$ cat src/rtl/t07_ext_bus_master.sv
// ---------------------------------------------------------------------------
// t07_ext_bus_master
//   Downstream stage of the CPU memory handler. Each one-cycle rwi pulse
//   becomes one single-beat Wishbone-classic cycle toward external SRAM/MMIO.
//   Completion is reported by busy falling, exactly once per accepted request.
//   Load data is returned right-justified and zero-extended. Store data is
//   taken right-justified and replicated into the addressed byte lanes.
//   Fetch results land in a separate instruction register.
//
// Optional feature (compile-time macro TIMEOUT_EN):
//   Defined   : a BUS cycle that sees no ack within TIMEOUT_CYCLES cycles is
//               aborted. err pulses, and a read/fetch returns ERR_DATA.
//   Undefined : BUS waits indefinitely for ack; err flags misalignment only.
//
// Parameters:
//   TIMEOUT_CYCLES  max BUS cycles without ack before abort (TIMEOUT_EN only)
//   ERR_DATA        value returned on aborted or misaligned reads/fetches
//
// Ports:
//   clk, nrst         clock, synchronous active-low reset
//   rwi[1:0]          00 idle, 01 write, 10 read, 11 fetch (sampled in IDLE)
//   addr[31:0]        byte address
//   wdata[31:0]       right-justified store data
//   size[1:0]         00 byte, 01 half, 10 word (fetch is always word)
//   busy              high while a request is in flight
//   ext_data[31:0]    right-justified, zero-extended load data
//   instr[31:0]       last fetched instruction
//   instr_valid       one-cycle pulse when instr updates
//   err               one-cycle pulse on misalignment or timeout
//   wb_cyc_o/stb_o/we_o, wb_adr_o, wb_sel_o, wb_dat_o   Wishbone master side
//   wb_dat_i, wb_ack_i                                  Wishbone slave return
// ---------------------------------------------------------------------------
module t07_ext_bus_master #(
  parameter int unsigned TIMEOUT_CYCLES = 64,
  parameter logic [31:0] ERR_DATA       = 32'hDEAD_BEEF
) (
  input  logic        clk,
  input  logic        nrst,
  input  logic [1:0]  rwi,
  input  logic [31:0] addr,
  input  logic [31:0] wdata,
  input  logic [1:0]  size,
  output logic        busy,
  output logic [31:0] ext_data,
  output logic [31:0] instr,
  output logic        instr_valid,
  output logic        err,
  output logic        wb_cyc_o,
  output logic        wb_stb_o,
  output logic        wb_we_o,
  output logic [31:0] wb_adr_o,
  output logic [3:0]  wb_sel_o,
  output logic [31:0] wb_dat_o,
  input  logic [31:0] wb_dat_i,
  input  logic        wb_ack_i
);

  localparam logic [1:0] OP_IDLE = 2'b00;
  localparam logic [1:0] OP_WR   = 2'b01;
  localparam logic [1:0] OP_RD   = 2'b10;
  localparam logic [1:0] OP_FE   = 2'b11;

  localparam logic [1:0] SZ_B = 2'b00;
  localparam logic [1:0] SZ_H = 2'b01;
  localparam logic [1:0] SZ_W = 2'b10;

  typedef enum logic [1:0] {
    IDLE = 2'b00,
    BUS  = 2'b01,
    RESP = 2'b10
  } state_t;

  state_t      state, state_nx;

  // latched request context needed after the request pulse is gone
  logic [1:0]  op_q,   op_nx;
  logic [1:0]  size_q, size_nx;
  logic [1:0]  off_q,  off_nx;
  // stretches a misaligned completion to the same two busy cycles as a
  // zero-wait bus access, so upstream sees uniform minimum latency
  logic        hold_q, hold_nx;

  logic        busy_nx, iv_nx, err_nx;
  logic [31:0] ext_nx, instr_nx;
  logic        cyc_nx, stb_nx, we_nx;
  logic [31:0] adr_nx, dat_nx;
  logic [3:0]  sel_nx;

`ifdef TIMEOUT_EN
  localparam int unsigned CW = (TIMEOUT_CYCLES > 2) ? $clog2(TIMEOUT_CYCLES) : 1;
  localparam logic [CW-1:0] CNT_LAST = CW'(TIMEOUT_CYCLES - 1);
  logic [CW-1:0] to_cnt, to_cnt_nx;
`endif

  // -------------------------------------------------------------------------
  // Request decode (combinational on the live request inputs)
  // -------------------------------------------------------------------------
  logic [1:0]  req_sz;
  logic        req_mis;
  logic [3:0]  req_sel;
  logic [31:0] req_dat;

  always_comb begin
    req_sz  = (rwi == OP_FE) ? SZ_W : size;
    req_mis = 1'b0;
    req_sel = 4'b1111;
    req_dat = wdata;
    case (req_sz)
      SZ_B: begin
        req_sel = 4'b0001 << addr[1:0];
        req_dat = {4{wdata[7:0]}};
      end
      SZ_H: begin
        req_sel = addr[1] ? 4'b1100 : 4'b0011;
        req_dat = {2{wdata[15:0]}};
        req_mis = addr[0];
      end
      // word, and the unused 2'b11 encoding, are handled as word
      default: req_mis = |addr[1:0];
    endcase
  end

  // -------------------------------------------------------------------------
  // Read lane extraction: selected lane(s) shifted down, upper bits zero
  // -------------------------------------------------------------------------
  logic [7:0]  rd_byte;
  logic [31:0] rd_data;

  always_comb begin
    case (off_q)
      2'd0:    rd_byte = wb_dat_i[7:0];
      2'd1:    rd_byte = wb_dat_i[15:8];
      2'd2:    rd_byte = wb_dat_i[23:16];
      default: rd_byte = wb_dat_i[31:24];
    endcase
    case (size_q)
      SZ_B:    rd_data = {24'h0, rd_byte};
      SZ_H:    rd_data = off_q[1] ? {16'h0, wb_dat_i[31:16]} : {16'h0, wb_dat_i[15:0]};
      default: rd_data = wb_dat_i;
    endcase
  end

  // -------------------------------------------------------------------------
  // Next-state / next-output logic
  // -------------------------------------------------------------------------
  always_comb begin
    state_nx = state;
    op_nx    = op_q;
    size_nx  = size_q;
    off_nx   = off_q;
    hold_nx  = hold_q;
    busy_nx  = busy;
    ext_nx   = ext_data;
    instr_nx = instr;
    iv_nx    = 1'b0;
    err_nx   = 1'b0;
    cyc_nx   = wb_cyc_o;
    stb_nx   = wb_stb_o;
    we_nx    = wb_we_o;
    adr_nx   = wb_adr_o;
    sel_nx   = wb_sel_o;
    dat_nx   = wb_dat_o;
`ifdef TIMEOUT_EN
    to_cnt_nx = to_cnt;
`endif

    case (state)
      IDLE: begin
        if (rwi != OP_IDLE) begin
          op_nx   = rwi;
          size_nx = req_sz;
          off_nx  = addr[1:0];
          busy_nx = 1'b1;
          if (req_mis) begin
            // no bus cycle; report the fault while still busy
            state_nx = RESP;
            hold_nx  = 1'b1;
            err_nx   = 1'b1;
            if (rwi != OP_WR) ext_nx = ERR_DATA;
          end else begin
            state_nx = BUS;
            cyc_nx   = 1'b1;
            stb_nx   = 1'b1;
            we_nx    = (rwi == OP_WR);
            adr_nx   = {addr[31:2], 2'b00};
            sel_nx   = req_sel;
            dat_nx   = req_dat;
`ifdef TIMEOUT_EN
            to_cnt_nx = '0;
`endif
          end
        end
      end

      BUS: begin
        if (wb_ack_i) begin
          state_nx = RESP;
          cyc_nx   = 1'b0;
          stb_nx   = 1'b0;
          we_nx    = 1'b0;
          if (op_q == OP_RD) ext_nx = rd_data;
          if (op_q == OP_FE) begin
            instr_nx = wb_dat_i;
            iv_nx    = 1'b1;
          end
        end
`ifdef TIMEOUT_EN
        // an ack in the last allowed cycle still wins over the abort
        else if (to_cnt == CNT_LAST) begin
          state_nx = RESP;
          cyc_nx   = 1'b0;
          stb_nx   = 1'b0;
          we_nx    = 1'b0;
          err_nx   = 1'b1;
          if (op_q != OP_WR) ext_nx = ERR_DATA;
        end else begin
          to_cnt_nx = to_cnt + 1'b1;
        end
`endif
      end

      RESP: begin
        if (hold_q) begin
          hold_nx = 1'b0;
        end else begin
          busy_nx  = 1'b0;
          state_nx = IDLE;
        end
      end

      default: state_nx = IDLE;
    endcase
  end

  // -------------------------------------------------------------------------
  // State and registered outputs
  // -------------------------------------------------------------------------
  always_ff @(posedge clk) begin
    if (!nrst) begin
      state       <= IDLE;
      op_q        <= OP_IDLE;
      size_q      <= SZ_B;
      off_q       <= 2'b00;
      hold_q      <= 1'b0;
      busy        <= 1'b0;
      ext_data    <= '0;
      instr       <= '0;
      instr_valid <= 1'b0;
      err         <= 1'b0;
      wb_cyc_o    <= 1'b0;
      wb_stb_o    <= 1'b0;
      wb_we_o     <= 1'b0;
      wb_adr_o    <= '0;
      wb_sel_o    <= '0;
      wb_dat_o    <= '0;
`ifdef TIMEOUT_EN
      to_cnt      <= '0;
`endif
    end else begin
      state       <= state_nx;
      op_q        <= op_nx;
      size_q      <= size_nx;
      off_q       <= off_nx;
      hold_q      <= hold_nx;
      busy        <= busy_nx;
      ext_data    <= ext_nx;
      instr       <= instr_nx;
      instr_valid <= iv_nx;
      err         <= err_nx;
      wb_cyc_o    <= cyc_nx;
      wb_stb_o    <= stb_nx;
      wb_we_o     <= we_nx;
      wb_adr_o    <= adr_nx;
      wb_sel_o    <= sel_nx;
      wb_dat_o    <= dat_nx;
`ifdef TIMEOUT_EN
      to_cnt      <= to_cnt_nx;
`endif
    end
  end

endmodule

$ cat config.mk
export PLATFORM = sky130hd
export DESIGN_NAME = t07_ext_bus_master
export DESIGN_NICKNAME = d
export VERILOG_FILES = /design/src/rtl/t07_ext_bus_master.sv
export SDC_FILE = /design/constraint.sdc
export NUM_CORES = 1
export LEC_CHECK = 0
export CAP_MARGIN = 20
export CORE_MARGIN = 3
export CORE_UTILIZATION = 44
export DETAILED_ROUTE_END_ITERATION = 12
export PLACE_DENSITY = 0.81
export SYNTH_ARGS = -nofsm -noshare
export SYNTH_HDL_FRONTEND = slang
export SYNTH_SLANG_ARGS = --single-unit
$ cat constraint.sdc
create_clock -name clk -period 2.3 [get_ports clk]
set_input_delay 0.46 -clock clk [delete_from_list [all_inputs] [get_ports clk]]
set_output_delay 0.46 -clock clk [all_outputs]
set_load 0.03 [all_outputs]
==> impl_results.md <==
* Outcome: finished, final reports clean
* Required time of the critical path at 1.84 ns
* GRT overflow at 0
* Layout area overhead at 51.56%
* Max_slew headroom at 0.5703
* Die Wd at 124.5 um
* Critical path class: reg2out
* Most frequent cells in the layout: clkdlybuf4s50_1, nand2_1, dfxtp_1
* Register area share after synthesis at 0.4664
* Layout cell share with drive strength beyond 1 at 0.08765
* CP arrival at approximately 1.5 ns
* Sequential Power Share at 0.395
* Slew @ Worst Pin at 0.6445 ns
* Critical R2R Launch: size_q[1]$_SDFFE_PN0P_
* Die Ht at 124.5 um
* Fin. max-slew vios at 0
* Final hold violations at 0
* Initial core utilization at 0.4577
* Mapped Avg Cell Area at ~8.7 um^2
* Setup TNS at 0 ns
* Die ar. at 15510 um^2
* Detailed Place HPWL at approximately 14000 um
* Yosys warns at 0
* Nets at roughly 1000
* Pwr per Cell Area at 753.9 nW/um^2
* Tcrit/Tclk final at 0.8557
* Num CTS Buffers at 17
* Top delay family on crit path: buffers and inverters
* H-Tree Depth at 4
* Worst Skew at around 0.0038 ns
* GRT Util Overall at 0.2533
* Buf/Inv on CP at 1
* Resize count post-CTS at 0
* Synth Instances at around 710
* Port bufs at 238
* Pre-CTS setup slack at -0.01726 ns
* Top FF cell, synth: dfxtp_1
* Leakage power at 0.003728 uW
* Routed length per instance at between 15 and 20 um
* Core Region at 13510 um^2
* Pint at approximately 5000 uW
* Post-CTS setup buffers at 0
* RePlAce Congestion at 0.8973
* RSZ-0062 raised after global routing: no
* Worst setup SP type: register
* Min Hold Slack at 0.4506 ns
* Worst path cell trace: clkdlybuf4s50_1
* Crit. End Element: primary output
* Clk buf depth at 2
* Sw frac at 0.2848
* Vias per inst at 5.467
* # rows at 42
* Synth unique cells at 49
* Hold-fix buffers, CTS at 0
* Switching power at 2011 uW
* Ant diodes at 0
* First-pass GRT wire length at around 32000 um
* Post-Syn Area at 6181 um^2
* Ports at 241
* CTS tree: yes
* Yosys reg bits at 144
* Final instance area at 9368 um^2
* Worst IR Drop VDD at 0.0005511 V
* Largest net degree at the start of global routing at 58
* Root buf cell: clkbuf_16
* WL final at 20120 um
* Worst path max stage delay at 0.73 ns
* DR iter-0 viols at 583
* Most common cell after layout, fill and taps aside: clkdlybuf4s50_1
* TritonRoute pass-1 iters at 6
* Antenna viol nets, final at 0
* Slowest stage cell on the critical path: clkdlybuf4s50_1
* Number of global-route vias before repair at approximately 5900
* Combinational fraction of design power at 0.231
* Clk pin slew, worst setup/hold paths at ~0.05 ns
* Highest clock rate at 508.1 MHz
* Tmin final at 1.968 ns
* Worst skew pair latency at between 0.4 and 0.5 ns
* Fillers at 1079
* Clock share of power at 0.374
* # Max-Cap Violations at 0
* Finished Core Util at 0.6936
* Via count at 6139
* Ys async rst share at 0
* Post-DP Area at 8800 um^2
* HP Start: nrst
* Worst Setup SP: wb_stb_o$_SDFFE_PN0P_
* DRC viols at 0
* Post-synth EDFFs at 0
* Antenna violations before repair at 0
* # setup viols final at 0
* Clock Sink Count at 144
* Min setup slack post-route at 0.3320 ns
* HP Class: in2reg
* Crit path max fanout at 3
Yosys cell counts, types with 2 or more instances:
| master | n | area (um^2) |
|---|---|---|
| or3_4 | 2 | 22.52 |
| nor2b_1 | 4 | 25.02 |
| nand3_1 | 29 | 145.1 |
| nand2_1 | 182 | 683.2 |
| o31ai_1 | 9 | 67.56 |
| mux2i_1 | 14 | 140.1 |
| buf_4 | 3 | 22.52 |
| o211a_1 | 35 | 350.3 |
| and2_1 | 3 | 18.77 |
| buf_2 | 16 | 80.08 |
| buf_12 | 2 | 40.04 |
| nand4_1 | 3 | 18.77 |
| nand2b_1 | 5 | 31.28 |
| o21ai_0 | 43 | 215.2 |
| a221o_1 | 6 | 60.06 |
| o21bai_1 | 2 | 15.01 |
| a21o_1 | 3 | 22.52 |
| inv_1 | 3 | 11.26 |
| o21a_1 | 3 | 22.52 |
| or2_2 | 2 | 12.51 |
| mux2_2 | 7 | 78.83 |
| a21boi_0 | 73 | 548.0 |
| a22oi_1 | 2 | 15.01 |
| clkbuf_1 | 38 | 142.6 |
| nor3_1 | 2 | 10.01 |
| nor2_1 | 12 | 45.04 |
| a31oi_1 | 2 | 12.51 |
| a21oi_1 | 33 | 165.2 |
| dfxtp_1 | 144 | 2883 |
| a222oi_1 | 8 | 80.08 |
registers in the layout, indices dropped and copies added, names as in the netlist:
name and count:
wb_sel_o 4, op_q 2, state 2, size_q 2, instr_valid 1, busy 1, hold_q 1, ext_data 32
wb_we_o 1, off_q 2, wb_stb_o 1, wb_dat_o 32, instr 32, wb_adr_o 30, err 1
cell type report:
class / count / area (um^2) / area share
Inverter: 3 / 11.26 / 0.001202
Timing Repair Buffer: 268 / 2680 / 0.2861
Sequential cell: 144 / 2883 / 0.3077
Tap cell: 176 / 220.2 / 0.02351
Clock buffer: 25 / 515.5 / 0.05503
Clock inverter: 5 / 52.55 / 0.005610
Multi-Input combinational cell: 502 / 3005 / 0.3208
logic make-up after synthesis:
kind of cell | Yosys count | share of synthesized area
flip-flops | 144 | 0.4664
AO/OA/AOI/OAI | 229 | 0.2717
buffers and inverters | 64 | 0.05041
other | 1 | 0.0006067
AND/OR/NAND/NOR | 250 | 0.1755
multiplexers | 21 | 0.03543
layer usage:
metal | vias up | track usage | routed length [um]
met3 | 52 | 0.07504 | 1492
li1 | 2924 | - | -
met1 | 2878 | 0.3241 | 8401
met5 | - | 0 | 0
met4 | 0 | 0.09671 | 659
met2 | 285 | 0.4033 | 9568
path summary, 6_finish.rpt:
kind / slack, ns / cells past startpoint / end
max: 0.33 / 1 / wb_cyc_o
min: 0.45 / 3 / hold_q$_SDFFE_PN0P_
max reg2reg: 0.54 / 4 / ext_data[14]$_SDFFE_PN0P_
min reg2reg: 0.46 / 2 / wb_adr_o[12]$_SDFFE_PN0P_
stage by stage:
step	total power [uW]	cells
global placement	4434	1093
global route	7329	1123
finish	7062	1123
CTS	7095	1123
detailed placement	4449	1093
floorplan	3714	710
power groups by stage:
stage	logic (uW)	clock network [uW]	registers, uW
after floorplan	564	0	3150
after global placement	1600	0	2830
after detailed placement	1610	0	2830
after CTS	1630	2680	2790
after global routing	1740	2780	2810
final	1630	2640	2790
(Power assumes the default switching activity.)
